<file path="src/rtl/call_stack_pkg.sv">
// call_stack_pkg: shared sizing and operation decode for the Fibonacci call stack
// Provides:
//   FIB_WIDTH, STACK_DEPTH, STACK_AW  datapath word width and stack geometry
//   stack_op_e                        the single action taken on a clock edge
//   decode_op()                       maps push/pop plus boundary state to that action
package call_stack_pkg;

    localparam int FIB_WIDTH   = 8;
    localparam int STACK_DEPTH = 16;
    localparam int STACK_AW    = 4;

    typedef enum logic [2:0] {
        OP_HOLD,
        OP_PUSH,
        OP_POP,
        OP_REPL,
        OP_OVF,
        OP_UNF
    } stack_op_e;

    // Push together with pop replaces the top, except on an empty stack where it is a plain push.
    function automatic stack_op_e decode_op(input logic push, input logic pop,
                                            input logic full, input logic empty);
        return (!push && !pop)         ? OP_HOLD :
               (push && pop && !empty) ? OP_REPL :
               push                    ? (full ? OP_OVF : OP_PUSH) :
                                         (empty ? OP_UNF : OP_POP);
    endfunction

endpackage

</file>
<file path="src/rtl/call_stack_ram.sv">
// stack_ram: DEPTH x WIDTH frame storage, one synchronous write port, one asynchronous read port
// Ports:
//   clk    in   write clock
//   we     in   write enable
//   waddr  in   write address
//   wdata  in   write data
//   raddr  in   read address
//   rdata  out  mem[raddr], combinational
module stack_ram #(
    parameter int WIDTH = 8,
    parameter int DEPTH = 16,
    parameter int AW    = 4
) (
    input  logic             clk,
    input  logic             we,
    input  logic [AW-1:0]    waddr,
    input  logic [WIDTH-1:0] wdata,
    input  logic [AW-1:0]    raddr,
    output logic [WIDTH-1:0] rdata
);

    logic [WIDTH-1:0] mem [DEPTH];

    always_ff @(posedge clk) begin
        if (we) mem[waddr] <= wdata;
    end

    assign rdata = mem[raddr];

endmodule

</file>
<file path="src/rtl/call_stack.sv">
// call_stack: bounded LIFO frame store for the recursive Fibonacci datapath
// Ports:
//   clk      in   system clock
//   rst      in   asynchronous active-high reset
//   push     in   write din as new top of stack
//   pop      in   remove current top of stack
//   din      in   data to push
//   dout     out  show-ahead top-of-stack word, 0 when empty
//   empty    out  count == 0
//   full     out  count == DEPTH
//   count    out  stored word count, 0..DEPTH
//   ovf      out  sticky: push attempted while full
//   unf      out  sticky: pop attempted while empty
//   err_clr  in   synchronous clear of ovf/unf; a same-cycle error still sets its flag
module call_stack
    import call_stack_pkg::*;
#(
    parameter int WIDTH = FIB_WIDTH,
    parameter int DEPTH = STACK_DEPTH,
    parameter int AW    = STACK_AW
) (
    input  logic             clk,
    input  logic             rst,
    input  logic             push,
    input  logic             pop,
    input  logic [WIDTH-1:0] din,
    output logic [WIDTH-1:0] dout,
    output logic             empty,
    output logic             full,
    output logic [AW:0]      count,
    output logic             ovf,
    output logic             unf,
    input  logic             err_clr
);

    logic [AW:0]      count_q, count_d;
    logic             ovf_q, ovf_d, unf_q, unf_d;
    stack_op_e        op;
    logic             we;
    logic [AW-1:0]    waddr, top_addr;
    logic [WIDTH-1:0] rdata;

    assign empty    = count_q == '0;
    assign full     = count_q == (AW+1)'(DEPTH);
    // Truncation is safe: when count is DEPTH the top index DEPTH-1 still fits in AW bits.
    assign top_addr = AW'(count_q - 1'b1);

    always_comb begin
        op      = decode_op(push, pop, full, empty);
        we      = op == OP_PUSH || op == OP_REPL;
        waddr   = op == OP_REPL ? top_addr : count_q[AW-1:0];
        count_d = op == OP_PUSH ? count_q + 1'b1 : op == OP_POP ? count_q - 1'b1 : count_q;
        ovf_d   = op == OP_OVF || (ovf_q && !err_clr);
        unf_d   = op == OP_UNF || (unf_q && !err_clr);
    end

    always_ff @(posedge clk or posedge rst) begin
        if (rst) begin
            count_q <= '0;
            ovf_q   <= 1'b0;
            unf_q   <= 1'b0;
        end else begin
            count_q <= count_d;
            ovf_q   <= ovf_d;
            unf_q   <= unf_d;
        end
    end

    stack_ram #(.WIDTH(WIDTH), .DEPTH(DEPTH), .AW(AW)) u_ram (
        .clk  (clk),
        .we   (we),
        .waddr(waddr),
        .wdata(din),
        .raddr(top_addr),
        .rdata(rdata)
    );

    // Storage is not reset, so mask the read while empty.
    assign dout  = empty ? '0 : rdata;
    assign count = count_q;
    assign ovf   = ovf_q;
    assign unf   = unf_q;

endmodule
</file>
<file path="config.mk">
export PLATFORM = sky130hd
export DESIGN_NAME = call_stack
export DESIGN_NICKNAME = d
export VERILOG_FILES = /design/src/rtl/call_stack_pkg.sv /design/src/rtl/call_stack_ram.sv /design/src/rtl/call_stack.sv
export SDC_FILE = /design/constraint.sdc
export NUM_CORES = 1
export LEC_CHECK = 0
export BUFFER_PORTS_ARGS = -buffer_cell sky130_fd_sc_hd__buf_2
export CAP_MARGIN = 0
export CORE_AREA = 2 2 143 75
export CTS_CLUSTER_DIAMETER = 40
export CTS_CLUSTER_SIZE = 14
export DETAILED_ROUTE_END_ITERATION = 10
export DIE_AREA = 0 0 145 77
export PLACE_DENSITY = 0.75
export SETUP_SLACK_MARGIN = 0.1
export SLEW_MARGIN = 20
export SYNTH_ARGS = -nofsm -noshare
export SYNTH_HDL_FRONTEND = slang
export SYNTH_SLANG_ARGS = --single-unit
</file>
<file path="constraint.sdc">
create_clock -name clk -period 3.64 [get_ports clk]
set_input_delay 0.182 -clock clk [delete_from_list [all_inputs] [get_ports clk]]
set_output_delay 0.182 -clock clk [all_outputs]
set_load 0.02 [all_outputs]
</file>
==> flow_summary_export.csv <==
group,metric,value,unit
floorplan,initial_utilization,56.7,%
clock_network,path_clk_slew,0.06,ns
power,power,6.18,mW
flow_run,maxCapViolations,0,
grt,antenna_found_initial,0,
worst_setup_path,critPathLaunchType,"register",
power,internal-power,4.02,mW
worst_setup_path,crit_type,"register to output pin",
power,p_sw,2.16,mW
synth,yosys.area_share.simple,4.25,%
floorplan,die_h,77,um
synth,async_flop_share,5.19,%
placement,dp_hpwl,7.80,mm
synth,syn_area,5630,sq um
final_layout,fin_area,6570,sq um
power,power.density,941,nW/um^2
synth,synth_warnings,0,
synth,synth.top_cell.area_share,68.3,%
outcome,outcome,"finished, final reports clean",
synth,syn_inst,294,
drt,drt_iter0_markers,402,
synth,synth_compound_area_share,4.96,%
power,power.share.clock,29.1,%
timing,fin_tns_setup,0,ns
synth,synth_fp_nets,310,
clock_network,clk-insertion-delay-late,0.41,ns
synth,synthXorXnorAreaFrac,0.778,%
final_layout,multi_input_area,1480,sq um
final_layout,insertedDiodeCount,0,
floorplan,die_area,11200,sq um
synth,ys_types,45,
floorplan,die-width,145,um
grt,grt_pass1_vias,2953,
clock_network,cts_tree,"built",
floorplan,placementRows,26,
synth,muxShareOfSynthArea,15.7,%
timing,worst_slew_pin_slew,1.03,ns
hold_path,hold_path.class,"primary input to register",
synth,synth.most_common_cell,"edfxtp_1",
grt,grt_pass1_wl,19.0,mm
timing,max_slew_margin,31.1,%
power,p_leak,2.25,nW
drt,detail-route-antenna-nets,0,
timing,setup-violations-final,0,
synth,synth_top_family_by_area,"multiplexers",
timing,hold-worst-slack,0.0835,ns
drt,first_pass_iters,4,
clock_network,cts_root_buf,"clkbuf_16",
grt,grt_overflow_total,0,
worst_setup_path,end_kind,"output pin",
timing,period_share,90.0,%
floorplan,pin_count,30,
placement,gp_congestion,0.901,
timing,grt_setup_unrepaired,"no",
worst_setup_path,cp_data_required_time,3.46,ns
drt,vias_per_cell,6.21,
placement,placedInstanceArea,5930,sq um
worst_setup_path,worstPathArrival,3.09,ns
final_layout,nFillCells,668,
timing,fin_skew,0.00929,ns
timing,post-route-min-period,3.28,ns
clock_network,post_cts_buffers,0,
clock_network,htreeDepth,4,
final_layout,post_route_cells_drive_above_1_share,32.5,%
synth,synth.top_cells.by_area,"edfxtp_1 68%, mux4_2 13%, dfrtp_1 3.1%",
timing,final_hold_viol_count,0,
synth,ys_seq_elements,135,
power,seqPwrFrac,32.9,%
synth,yosysTopAreaCell,"edfxtp_1",
grt,grt_max_degree,38,
synth,synth_area_per_cell,19.1,sq um
synth,ys_seq_area_share,71.4,%
drt,drt-total-wl,12.0,mm
synth,synthTopCellsByCount,"128 x edfxtp_1, 32 x mux4_2, 16 x mux2i_1",
power,combPwrFrac,37.9,%
timing,fmax,305,MHz
final_layout,synthToLayoutAreaGrowth,16.8,%
power,vdd.ir_drop.worst,0.493,mV
floorplan,core_area,9920,sq um
final_layout,fin_nets,355,
final_layout,regArea,4020,sq um
clock_network,clockBufferDepth,2,
drt,wl_per_cell,24.5,um
worst_setup_path,crit_fanout,24,
synth,synth-edff-count,128,
drt,vias,3049,
synth,ys.flop_type,"edfxtp_1",
synth,synth_adder_area_share,0.667,%
placement,numPortBuffers,29,
clock_network,clock_sinks,135,
drt,drc,0,
power,swShare,35.0,%
timing,slew_viol_final,0,
clock_network,cts_made_buffers,17,
grt,grt_usage,24.1,%
==> kinds of logic after synthesis <==
logic type	Yosys count
AND/OR/NAND/NOR	41
flip-flops	135
XOR/XNOR	5
buffers and inverters	24
multiplexers	48
AO/OA/AOI/OAI	38
adder cells (fa/ha/maj)	3
==> flip-flops by register name, summed over array words and instances, names as in the netlist <==
name / flops
count: 5
ovf: 1
u_ram.mem: 128
unf: 1
==> routing by layer <==
| layer | vias to the layer above | track usage [%] | share of wire (%) |
|---|---|---|---|
| li1 | 1313 | - | - |
| met1 | 1566 | 38.9 | 47 |
| met2 | 161 | 30.1 | 42 |
| met3 | 9 | 8.39 | 9.8 |
| met4 | 0 | 7.62 | 1.1 |
| met5 | - | 0 | 0 |
==> power groups by stage <==
stage | combinational [mW] | sequential (mW) | clock, mW
after floorplan | 1.71 | 2.04 | 0
final | 2.34 | 2.04 | 1.80
after global routing | 2.51 | 2.06 | 1.89
after CTS | 2.35 | 2.03 | 1.83
after global placement | 2.30 | 2.06 | 0
after detailed placement | 2.32 | 2.06 | 0
==> path summary, 6_finish.rpt <==
kind	from	end	slack [ns]	cells after the start
min in group asynchronous	rst	ovf	0.29	3
worst min-delay path	push	ovf	0.08	2
max in group asynchronous	rst	count[0]	3.06	3
worst max register to register	count[1]	u_ram.mem[5][0]	0.44	6
worst min register to register	ovf	ovf	0.52	1
worst max-delay path	count[1]	dout[5]	0.36	7
==> per-stage QoR <==
step / util (%) / worst slack [ns] / cells
5_1_grt: 66.2 / 0.170 / 491
2_1_floorplan: - / 0.780 / 294
4_1_cts: 66.2 / 0.232 / 491
3_3_place_gp: 59.7 / 0.568 / 458
6_report: 66.2 / 0.364 / 491
3_5_place_dp: 59.7 / 0.502 / 458
==> cells in the final DEF (no fill, tap or decap), types with 9 or more instances in the layout <==
master / Yosys / routed
inv_1: 9 / 9
mux4_2: 32 / 32
buf_2: 6 / 29
o22ai_1: 9 / 9
clkbuf_16: 0 / 17
mux2i_1: 16 / 16
edfxtp_1: 128 / 128
a21oi_1: 12 / 12
buf_4: 1 / 9
nor2_1: 12 / 12
==> cell type report <==
class | instances | share of cell area, %
inverter | 10 | 0.590
clock inverter | 14 | 3.03
timing repair buffer | 40 | 3.54
clock buffer | 17 | 6.47
sequential | 135 | 61.2
tap | 140 | 2.67
multi-input combinational | 135 | 22.5
==> critical path, cell delays in order (launching register included) <==
cell,delay (ns)
dfrtp_1,0.46
inv_1,0.14
ha_1,0.69
buf_4,0.45
mux4_2,0.30
mux2i_1,0.08
o22ai_1,0.31
buf_2,0.24
==> repair_timing <==
item / CTS / global route
hold buffers: 2 / 0
hold endpoints to repair: 8 / 0
gates resized for setup: 0 / 1
endpoints found under the setup margin: 0 / 7
Power figures use the tool's default switching activity.
